[src/rtl/bfp_dot_accum.sv]
// Block-floating-point dot product per beat with frame accumulation across beats.
// Pipeline: S1 lane products, S2 adder tree, S3 aligned accumulate, final stage, output register.
module bfp_dot_accum #(
  parameter int LANES = 16,
  parameter int MW    = 4,
  parameter int EW    = 8,
  parameter int BIAS  = 127,
  parameter int ACCW  = 24,
  parameter int CNTW  = 16
) (
  input  logic                  i_clk,
  input  logic                  i_reset_n,
  input  logic                  i_valid,
  output logic                  o_ready,
  input  logic                  i_last,
  input  logic [EW-1:0]         i_Act_E,
  input  logic [LANES*MW-1:0]   i_Act_M,
  input  logic [EW-1:0]         i_Weight_E,
  input  logic [LANES*MW-1:0]   i_Weight_M,
  output logic                  o_valid,
  input  logic                  i_ready,
  output logic [EW-1:0]         o_result_E,
  output logic [ACCW-1:0]       o_result_M,
  output logic                  o_ovf,
  output logic [CNTW-1:0]       o_beats
);

  localparam int PW  = 2 * (MW - 1);
  localparam int SPW = PW + 1;
  localparam logic signed [ACCW-1:0] MAXV = {1'b0, {(ACCW-1){1'b1}}};
  localparam logic signed [ACCW-1:0] MINV = {1'b1, {(ACCW-1){1'b0}}};

  logic w_en;

  logic signed [SPW-1:0] w_prod [LANES];
  logic signed [EW+1:0]  w_expRaw;
  logic [EW-1:0]         w_expClamp;

  logic                  r_s1Valid, r_s1Last;
  logic [EW-1:0]         r_s1E;
  logic signed [SPW-1:0] r_s1Prod [LANES];

  logic signed [ACCW-1:0] w_sum;
  logic                   r_s2Valid, r_s2Last;
  logic [EW-1:0]          r_s2E;
  logic signed [ACCW-1:0] r_s2Sum;

  logic                   r_accFull, r_accOvf;
  logic [EW-1:0]          r_accE;
  logic signed [ACCW-1:0] r_accM;
  logic [CNTW-1:0]        r_cnt;

  logic [EW-1:0]          w_diff;
  logic signed [ACCW-1:0] w_alA, w_alB, w_newM;
  logic signed [ACCW:0]   w_wide;
  logic [EW-1:0]          w_newE;
  logic                   w_sat;
  logic [CNTW-1:0]        w_cntNext;

  logic                   r_finValid, r_finOvf;
  logic [EW-1:0]          r_finE;
  logic [ACCW-1:0]        r_finM;
  logic [CNTW-1:0]        r_finBeats;

  logic                   r_oValid, r_oOvf;
  logic [EW-1:0]          r_oE;
  logic [ACCW-1:0]        r_oM;
  logic [CNTW-1:0]        r_oBeats;

  assign w_en    = !(r_oValid && !i_ready);
  assign o_ready = w_en;

  // Sign-magnitude lane products; a zero magnitude always yields +0.
  for (genvar g = 0; g < LANES; g++) begin : g_lane
    logic [MW-1:0] w_a, w_b;
    logic [PW-1:0] w_mag;
    logic          w_neg;
    assign w_a   = i_Act_M[g*MW +: MW];
    assign w_b   = i_Weight_M[g*MW +: MW];
    assign w_mag = PW'(w_a[MW-2:0]) * PW'(w_b[MW-2:0]);
    assign w_neg = w_a[MW-1] ^ w_b[MW-1];
    assign w_prod[g] = w_neg ? -$signed({1'b0, w_mag}) : $signed({1'b0, w_mag});
  end

  always_comb begin
    w_expRaw = $signed({2'b00, i_Act_E}) + $signed({2'b00, i_Weight_E})
               - $signed((EW+2)'(BIAS));
    if (w_expRaw < 0)
      w_expClamp = '0;
    else if (w_expRaw > $signed({2'b00, {EW{1'b1}}}))
      w_expClamp = '1;
    else
      w_expClamp = w_expRaw[EW-1:0];
  end

  always_ff @(posedge i_clk or negedge i_reset_n) begin
    if (!i_reset_n) begin
      r_s1Valid <= 1'b0;
      r_s1Last  <= 1'b0;
      r_s1E     <= '0;
      for (int i = 0; i < LANES; i++) r_s1Prod[i] <= '0;
    end else if (w_en) begin
      r_s1Valid <= i_valid;
      if (i_valid) begin
        r_s1Last <= i_last;
        r_s1E    <= w_expClamp;
        for (int i = 0; i < LANES; i++) r_s1Prod[i] <= w_prod[i];
      end
    end
  end

  always_comb begin
    w_sum = '0;
    for (int i = 0; i < LANES; i++)
      w_sum = w_sum + {{(ACCW-SPW){r_s1Prod[i][SPW-1]}}, r_s1Prod[i]};
  end

  always_ff @(posedge i_clk or negedge i_reset_n) begin
    if (!i_reset_n) begin
      r_s2Valid <= 1'b0;
      r_s2Last  <= 1'b0;
      r_s2E     <= '0;
      r_s2Sum   <= '0;
    end else if (w_en) begin
      r_s2Valid <= r_s1Valid;
      if (r_s1Valid) begin
        r_s2Last <= r_s1Last;
        r_s2E    <= r_s1E;
        r_s2Sum  <= w_sum;
      end
    end
  end

  // Arithmetic right shift; distances of ACCW or more leave only sign bits.
  function automatic logic signed [ACCW-1:0] shr(input logic signed [ACCW-1:0] x,
                                                 input logic [EW-1:0] d);
    if (int'(d) >= ACCW) return {ACCW{x[ACCW-1]}};
    return x >>> d;
  endfunction

  always_comb begin
    w_diff = '0;
    w_alA  = r_accM;
    w_alB  = r_s2Sum;
    w_newE = r_s2E;
    w_wide = '0;
    w_newM = r_s2Sum;
    w_sat  = 1'b0;
    w_cntNext = (r_cnt == {CNTW{1'b1}}) ? r_cnt : r_cnt + CNTW'(1);
    if (r_accFull) begin
      if (r_s2E > r_accE) begin
        w_diff = r_s2E - r_accE;
        w_alA  = shr(r_accM, w_diff);
        w_newE = r_s2E;
      end else begin
        w_diff = r_accE - r_s2E;
        w_alB  = shr(r_s2Sum, w_diff);
        w_newE = r_accE;
      end
      w_wide = {w_alA[ACCW-1], w_alA} + {w_alB[ACCW-1], w_alB};
      if (w_wide[ACCW] != w_wide[ACCW-1]) begin
        w_sat  = 1'b1;
        w_newM = w_wide[ACCW] ? MINV : MAXV;
      end else begin
        w_newM = w_wide[ACCW-1:0];
      end
    end
  end

  // A last beat hands its total to the final stage and empties the accumulator in the same edge.
  always_ff @(posedge i_clk or negedge i_reset_n) begin
    if (!i_reset_n) begin
      r_accFull  <= 1'b0;
      r_accOvf   <= 1'b0;
      r_accE     <= '0;
      r_accM     <= '0;
      r_cnt      <= '0;
      r_finValid <= 1'b0;
      r_finOvf   <= 1'b0;
      r_finE     <= '0;
      r_finM     <= '0;
      r_finBeats <= '0;
    end else if (w_en) begin
      r_finValid <= r_s2Valid && r_s2Last;
      if (r_s2Valid) begin
        if (r_s2Last) begin
          r_finE     <= w_newE;
          r_finM     <= w_newM;
          r_finOvf   <= r_accOvf | w_sat;
          r_finBeats <= w_cntNext;
          r_accFull  <= 1'b0;
          r_accOvf   <= 1'b0;
          r_accE     <= '0;
          r_accM     <= '0;
          r_cnt      <= '0;
        end else begin
          r_accFull <= 1'b1;
          r_accOvf  <= r_accOvf | w_sat;
          r_accE    <= w_newE;
          r_accM    <= w_newM;
          r_cnt     <= w_cntNext;
        end
      end
    end
  end

  always_ff @(posedge i_clk or negedge i_reset_n) begin
    if (!i_reset_n) begin
      r_oValid <= 1'b0;
      r_oOvf   <= 1'b0;
      r_oE     <= '0;
      r_oM     <= '0;
      r_oBeats <= '0;
    end else if (w_en) begin
      r_oValid <= r_finValid;
      if (r_finValid) begin
        r_oOvf   <= r_finOvf;
        r_oE     <= r_finE;
        r_oM     <= r_finM;
        r_oBeats <= r_finBeats;
      end
    end
  end

  assign o_valid    = r_oValid;
  assign o_ovf      = r_oOvf;
  assign o_result_E = r_oE;
  assign o_result_M = r_oM;
  assign o_beats    = r_oBeats;

endmodule
[config.mk]
export PLATFORM = sky130hd
export DESIGN_NAME = bfp_dot_accum
export DESIGN_NICKNAME = d
export VERILOG_FILES = /design/src/rtl/bfp_dot_accum.sv
export SDC_FILE = /design/constraint.sdc
export NUM_CORES = 1
export LEC_CHECK = 0
export BUFFER_PORTS_ARGS = -buffer_cell sky130_fd_sc_hd__buf_4
export CAP_MARGIN = 10
export CORE_ASPECT_RATIO = 0.75
export CORE_MARGIN = 5
export CORE_UTILIZATION = 46
export CTS_BUF_LIST = sky130_fd_sc_hd__clkbuf_4
export CTS_CLUSTER_SIZE = 30
export DETAILED_ROUTE_END_ITERATION = 16
export GPL_ROUTABILITY_DRIVEN = 0
export PLACE_DENSITY = 0.69
export SLEW_MARGIN = 0
export SYNTH_ARGS = -nofsm -noshare
export SYNTH_HDL_FRONTEND = slang
export SYNTH_SLANG_ARGS = --single-unit
[constraint.sdc]
create_clock -name i_clk -period 11.8 [get_ports i_clk]
set_input_delay 0.59 -clock i_clk [delete_from_list [all_inputs] [get_ports i_clk]]
set_output_delay 0.59 -clock i_clk [all_outputs]
set_load 0.02 [all_outputs]
Word-level counts from Yosys, hierarchy flattened
Cells that the tools add are included.
Widths: inputs -> output; s select.
{ "totals": {"output_inout_bits": 51, "input_bits": 149, "regBits": 306, "word_cells": 172} }
{ "op_classes": {"add_sub_neg": 37, "eq_ne": 2, "mul": 16, "n_bitwise": 18, "n_mux": 45, "n_reduce_logical": 9, "order_cmp": 5, "shifts": 2} }
{ "ops": {"columns": ["op", "count"], "rows": [
  ["$mux 24", 12],
  ["$mux 7", 16],
  ["$neg 6->7", 16],
  ["$mul 3x3->6", 16],
  ["$sshr 24x8->24", 2],
  ["$mux 8", 5],
  ["$mux 16", 2],
  ["$add 24x24->25", 1],
  ["$add 21x7->22", 1],
  ["$add 20x7->21", 1],
  ["$add 19x7->20", 1],
  ["$add 18x7->19", 1],
  ["$add 17x7->18", 1],
  ["$add 16x7->17", 1],
  ["$add 15x7->16", 1],
  ["$add 16x1->16 const B", 1],
  ["$eq 16x16->1 const B", 1],
  ["$ge 8x5->1 const B", 2],
  ["$sub 8x8->8", 2],
  ["$xor 1x1->1", 16],
  ["$add 14x7->15", 1],
  ["$add 13x7->14", 1],
  ["$add 12x7->13", 1],
  ["$add 11x7->12", 1],
  ["other kinds (17)", 31]
]} }

Logic depth before layout (Yosys ltp)
Gate-level depths: netlist of run 1.
{ "depth": {"word_depth": 15, "ltp_mapped": 25, "ltp_nobuf": 21} }

Worst setup path before layout of run 1
No wires, ideal clock.
{ "synth_path": {"path_kind": "reg2reg", "from": "register r_s1Prod[44] (netlist bit)", "to": "register r_s2Sum[12]", "period_less_slack_ns": 5.547, "stages_incl_launch_ff": 20, "t_arrival_ns": 5.478, "setup_time_ns": 0.069, "path_buffers": 0, "path_slack_ns": 6.253, "t_required_ns": 11.731, "path_cell_list": "dfrtp_1 -> fa_1 -> inv_1 -> fa_1 -> inv_1 -> fa_1 -> fa_1 -> fa_1 -> fa_1 -> ha_1 -> inv_1 -> fa_1 -> nor2b_1 -> o21ai_0 -> a21boi_0 -> o21ai_0 -> a21boi_0 -> o211ai_1 -> a2111oi_0 -> nand3b_1"} }
{ "synth_between": {"elab_chain_len": 7} }
{ "synth_rtl": {"columns": ["item", "line_no", "source"], "rows": [
  ["from (decl)", "41", "logic signed [SPW-1:0] r_s1Prod [LANES];"],
  ["$add 15x7->16", "115", "w_sum = w_sum + {{(ACCW-SPW){r_s1Prod[i][SPW-1]}}, r_s1Prod[i]};"],
  ["$add 16x7->17", "115", null],
  ["$add 17x7->18", "115", null],
  ["$add 18x7->19", "115", null],
  ["$add 19x7->20", "115", null],
  ["$add 20x7->21", "115", null],
  ["$add 21x7->22", "115", null],
  ["to (signal assigned)", "129", "r_s2Sum <= w_sum;"],
  ["to (decl)", "46", "logic signed [ACCW-1:0] r_s2Sum;"]
]} }
No other way between the ends.
A chain may end at the register's enable or synchronous reset.

Final worst setup path of run 1
{ "layout_path": {"from": "register r_s2E[0]", "to": "register r_finM[22]"} }
{ "layout_between": {"elab_chain_len": 12, "elab_cells_between_ends": 24, "cone_classes": "add/sub: 3; order compare: 3; eq/ne: 1; shift: 2; mux: 15"} }
{ "layout_rtl": {"columns": ["item", "line_no", "source"], "rows": [
  ["from (decl)", "45", "logic [EW-1:0] r_s2E;"],
  ["from (signal assigned)", "128", "r_s2E <= r_s1E;"],
  ["$sub 8x8->8, on equally long branches", "152, 156", null],
  ["$ge 8x5->1", "137", "if (int'(d) >= ACCW) return {ACCW{x[ACCW-1]}};"],
  ["$mux 1", "137", null],
  ["$mux 1", "151", "if (r_s2E > r_accE) begin"],
  ["$mux 1", "150", "if (r_accFull) begin"],
  ["$mux 24", "138", "return x >>> d;"],
  ["$mux 24", "151", null],
  ["$mux 24", "150", null],
  ["$add 24x24->25 *", "160", "w_wide = {w_alA[ACCW-1], w_alA} + {w_alB[ACCW-1], w_alB};"],
  ["$mux 24 / $ne 1x1->1 (equally long branches)", "163, 161", null],
  ["$mux 24 *", "161", "if (w_wide[ACCW] != w_wide[ACCW-1]) begin"],
  ["$mux 24 *", "150", null],
  ["to (signal assigned)", "188", "r_finM <= w_newM;"],
  ["to (decl)", "62", "logic [ACCW-1:0] r_finM;"]
]} }
Mark *: on every way between the ends. The rest lies on a longest branch, timed or not. The select of a mux whose other input is x is not followed.

==> results.toml, run 1 <==
[outcome]
outcome = "complete, no violations"

[sta]
period_share_pct = 58.7
grt_setup_unrepaired = "no"
worst_clock_skew_ns = 0.112
maxSlewViolCount = 0
setup_viol = 0
tns_ns = 0
min_period_ns = 6.92
tightestPinTransition_ns = 1.05
relSlewSlack_pct = 29.7
fmax_mhz = 144
finalHoldViolCount = 0

[clock_tree]
cts_sinks = 304
clock_latency_ns = 0.86
cts_resized = 0
cts_tree = "built"
post_cts_buffers = 0
clockBufferDepth = 3
root_buffer = "clkbuf_4"
cts_buffers = 82
cts_hold_buf = 6
clkTransAtPathRegs_ns = 0.07
cts-htree-levels = 3

[floorplan]
dieWidth_um = 283
start_util_pct = 46.2
io-pin-count = 200
die-area_um2 = 60900
fp-row-count = 75
core_area_um2 = 55700
die_h_um = 215

[layout]
final_common_cell = "nand2_1"
register_area_um2 = 7610
area_growth_pct = 12.0
fin_nets = 3556
drive_gt1_share_pct = 14.5
multiInputGateArea_um2 = 16800
final.fill_count = 5141
layout_common_cells = "nand2_1 (405), dfrtp_1 (304), o21ai_0 (281), buf_4 (223), inv_1 (221)"
final_cell_area_um2 = 28900

[yosys]
synth_xor_xnor_area_share_pct = 4.76
synth_fa_ha_area_share_pct = 19.5
yosysUniqueCellTypes = 81
synthCells = 2926
avgSynthCellArea_um2 = 8.81
yosysTopAreaCell = "dfrtp_1"
synth_top_area_share_pct = 29.5
ys_top_cells_by_area = "dfrtp_1 (30%), fa_1 (11%), ha_1 (8.3%)"
synth_edf_count = 0
synth_ff_type = "dfrtp_1"
ys_ff_latch = 304
synthMuxAreaShare_pct = 6.78
synth_top_family_by_area = "adder cells"
seq_area_frac_synth_pct = 29.5
synth_warnings = 0
synthSimpleGateAreaFrac_pct = 14.9
netlist_area_um2 = 25800
synth_fp_nets = 3390
synth_compound_area_share_pct = 18.9
async_flop_share_pct = 100

[worst_hold_path]
hp-class = "input pin to flip-flop"

[worst_setup_path]
startpoint_type = "flip-flop"
arrival_ns = 7.63
endpoint_kind = "flip-flop"
cp.required_ns = 12.51
critPathKind = "flip-flop to flip-flop"
cp_max_fo = 25

[route]
via_per_inst = 5.67
drtAntennaViolNets = 0
drc_errors = 0
wirelength_um = 69200
post_drt_wl_per_cell_um = 17.9
vias = 22000
drtIter0Drc = 2079
first_pass_iters = 5

[global_route]
grt_max_degree = 113
grt.overflow.total = 0
grt_usage_pct = 22.5
grt_pass1_vias = 22000
antenna_found_initial = 1
grt_pass1_wl_um = 114000

[job]
maxCapViolCount = 0

[place]
io_buffers = 199
hpwl_um = 53300
postPlaceCellArea_um2 = 27800
-- critical path, stage by stage (launching register included) --
cell and delay [ns]:
dfrtp_1 0.42, ha_1 0.24, fa_1 0.47, nand2b_1 0.21, a21o_1 0.21, a311oi_1 0.47
o21a_1 0.67, nand3_1 0.31, a31o_2 0.30, a2111oi_0 0.43, o22a_1 0.23, ha_1 0.22
a211oi_1 0.11, o21ba_2 0.25, o31a_2 0.41, a211oi_2 0.31, o21a_1 0.72, o21ai_4 0.30
a311oi_1 0.45, o31ai_1 0.13
-- metrics by stage --
step                      setup WS [ns]  cells  util [%]  hold WS, ns
after floorplan                    6.25   2926         -        0.294
after global placement             5.30   3732      49.9        0.462
after detailed placement           4.96   3732      49.9        0.470
after CTS                          5.03   3873      51.8       0.0145
after global routing               4.45   3875      51.8       0.0714
final                              4.88   3875      51.8        0.118
-- cells in the mapped netlist (all sizes together) (13+ instances only) --
cell type	n
xor2	49
o211ai	22
nor3	40
and2	90
nand2	408
o31ai	30
a21oi	141
xnor2	91
nor2	190
fa	145
a211oi	46
ha	170
nand3	32
a21o	42
dfrtp	304
buf	34
clkbuf	115
mux2i	80
inv	222
nor2b	28
o21a	21
o22ai	13
a22o	13
a31oi	59
mux2	72
o21ai	289
-- cell families (layout without fill, tap and decap cells) --
logic type | count (synthesis) | in the layout
and+or+nand+nor | 861 | 861
adders and majority gates | 315 | 315
other | 0 | 1
buffers and inverters | 371 | 588
DFF | 304 | 304
AOI/OAI and AO/OA | 777 | 777
xor gates and xnor gates | 140 | 140
muxes | 158 | 158
-- metal layers --
metal	track usage, %	share of wire (%)	wire [um]
met1	31.4	45	30900
met2	35.0	45	30800
met3	4.92	7.8	5430
met4	7.36	3.0	2080
met5	0	0	0
-- area by class of cell --
class / count / share of cell area (%)
multi-input combinational: 2251 / 58.1
antenna: 1 / 0.00867
clock buffer: 113 / 2.94
clock inverter: 22 / 0.455
timing repair buffer: 231 / 6.08
sequential: 304 / 26.3
inverter: 222 / 2.89
tap: 731 / 3.17
-- sequential cells by signal, summed over array words and instances, names as in the netlist, 8 cells and up --
register    count
r_s2Sum        22
r_accM         24
r_finE          8
r_s2E           8
o_result_E      8
r_s1Prod      112
r_accE          8
r_finM         24
r_cnt          16
r_finBeats     16
r_s1E           8
o_beats        16
o_result_M     24
-- final timing paths --
check	slack, ns	from	depth (start not counted)	end
worst max-delay path	4.88	r_s2E[0]	19	r_finM[22]
worst min-delay path	0.12	i_Act_M[8]	3	r_s1Prod[91]
worst max register to register	4.88	r_s2E[0]	19	r_finM[22]
worst min register to register	0.43	r_finE[4]	1	o_result_E[4]
max in group asynchronous	9.90	i_reset_n	3	r_s1Prod[13]
min in group asynchronous	0.36	i_reset_n	2	o_result_E[5]
Power of run 1 is not shown: default switching activity piles up to over one toggle a cycle in this logic, so the estimate is an artifact.
==> inputs of run 2 (changes only) <==
--- a/config.mk
+++ b/config.mk
@@ -14,7 +14,7 @@
 export CTS_CLUSTER_SIZE = 30
 export DETAILED_ROUTE_END_ITERATION = 16
 export GPL_ROUTABILITY_DRIVEN = 0
-export PLACE_DENSITY = 0.69
+export PLACE_DENSITY = 0.71
 export SLEW_MARGIN = 0
 export SYNTH_ARGS = -nofsm -noshare
 export SYNTH_HDL_FRONTEND = slang
==> constraint.sdc (replaced) <==
create_clock -name i_clk -period 6.3 [get_ports i_clk]
set_input_delay 0.315 -clock i_clk [delete_from_list [all_inputs] [get_ports i_clk]]
set_output_delay 0.315 -clock i_clk [all_outputs]
set_load 0.02 [all_outputs]
==> run 2 against run 1 <==
Net effect: fmax up 15%; clock skew down 0.044 ns; sequential share of layout area down 1.0 points; critical path depth up 6; largest cell class unchanged.
==> results.toml, run 2 (synthesis gave the netlist of run 1 again) <==
[outcome]
outcome = "complete, no violations"

[layout]
final_cell_area_um2 = 30100
layout_common_cells = "nand2_1 (405), dfrtp_1 (304), o21ai_0 (281), buf_4 (271), inv_1 (221)"
largest_reg_flops = 112
fin_nets = 3658
area_growth_pct = 16.6
top_register = "r_s1Prod"
drive_gt1_share_pct = 16.1
final_common_cell = "nand2_1"

[route]
via_per_inst = 5.59
highest_layer = "met4"
post_drt_wl_per_cell_um = 17.5
drtAntennaViolNets = 0
wirelength_um = 69900
dr_wl_met3_um = 6300
wl_met1_um = 32800
drc_errors = 0
drtIter0Drc = 2209
vias = 22300
wl_met2_um = 29000
first_pass_iters = 7

[floorplan]
fp-row-count = 75
die_h_um = 215
core_area_um2 = 55700
die-area_um2 = 60900
start_util_pct = 46.2
io-pin-count = 200
dieWidth_um = 283

[global_route]
grt_max_degree = 236
grt_pass1_wl_um = 114000
antenna_found_initial = 2
grt_pass1_vias = 21600
grt_usage_pct = 22.6
grt.overflow.total = 0

[clock_tree]
root_buffer = "clkbuf_4"
post_cts_buffers = 0
clockBufferDepth = 3
clkTransAtPathRegs_ns = 0.06
clock_latency_ns = 0.82
cts_sinks = 304
cts_buffers = 80
cts-htree-levels = 3
cts_tree = "built"

[sta]
grt_setup_unrepaired = "no"
min_period_ns = 6.03
finalHoldViolCount = 0
worst_clock_skew_ns = 0.0681
tns_ns = 0
maxSlewViolCount = 0
fmax_mhz = 166
relSlewSlack_pct = 30.0
tightestPinTransition_ns = 1.05
setup_viol = 0
period_share_pct = 95.8
holdWs_ns = 0.0650

[worst_setup_path]
startpoint_type = "flip-flop"
critPathKind = "flip-flop to flip-flop"
cp_max_fo = 21
endpoint_kind = "flip-flop"
reg2reg_setup_slack_ns = 0.27
crit_path_start = "r_s2E[0]"
r2r_start = "r_s2E[0]"
cp.required_ns = 6.91
arrival_ns = 6.64

[worst_hold_path]
hp-class = "input pin to flip-flop"
hold_start = "i_Act_E[1]"

[place]
io_buffers = 199
postPlaceCellArea_um2 = 28300
hpwl_um = 53200

[job]
maxCapViolCount = 0
==> run 2: cell count changes in the layout (fill, tap and decap cells not counted), sizes merged, moves of 3 or more <==
cell and change:
buf +55, dlygate4sd3 +50, clkinv +7, clkbuf -5
bufinv +4, diode +3, inv -3
==> run 2: path summary, 6_finish.rpt <==
| check | to | cells past startpoint |
|---|---|---|
| max | r_accM[7] | 25 |
| min | r_s1E[1] | 5 |
| max reg2reg | r_accM[7] | 25 |
| min reg2reg | o_result_M[6] | 1 |
| max in group asynchronous | r_s1Prod[37] | 4 |
| min in group asynchronous | o_result_M[14] | 3 |
==> run 2: cell type report <==
type	instances	area, um2
diodes	4	10.0
clock buffers	109	818
clock inverters	29	260
fillers	5039	25700
inverters	222	833
multi-input cells	2251	16900
flip-flops and latches	304	7610
well taps	731	915
repair buffers	335	2750
==> run 2: worst max-delay path, stage by stage, from the launching register on <==
cell and delay, ns:
dfrtp_1 0.39, inv_1 0.08, ha_2 0.21, fa_1 0.46, nor2b_1 0.19, o31a_1 0.21, o221ai_1 0.18, buf_4 0.20
nand2_1 0.11, o21ai_1 0.18, buf_4 0.22, a211oi_1 0.39, nor3b_1 0.10, a221o_1 0.34, ha_1 0.38, o21ai_0 0.15
o21ba_2 0.24, o31a_2 0.42, a211oi_2 0.31, o21a_1 0.21, buf_12 0.17, o21ai_4 0.07, buf_4 0.18, a31oi_1 0.22
buf_4 0.15, o21ai_0 0.06
==> run 2: repair_timing <==
action                                 4_1_cts  5_1_grt
endpoints found under the hold margin       93        0
hold buffers                                56        0
resized for setup                            0       21
setup endpoints to repair                    0       48
==> run 2: routing by layer <==
layer  up-vias  track usage (%)
met5         -                0
met4         0             6.28
met3       143             6.02
met2       854             32.2
met1     10600             33.9
li1      10700                -
==> run 2: per-stage QoR <==
step | utilization [%] | worst slack, ns | cells
global placement | 50.8 | 0.455 | 3787
floorplan | - | 0.753 | 2926
CTS | 53.7 | 0.284 | 3981
detailed placement | 50.8 | 0.322 | 3787
finish | 53.9 | 0.266 | 3985
global route | 53.9 | 0.00543 | 3985
Power of run 2 is left out for the same reason.
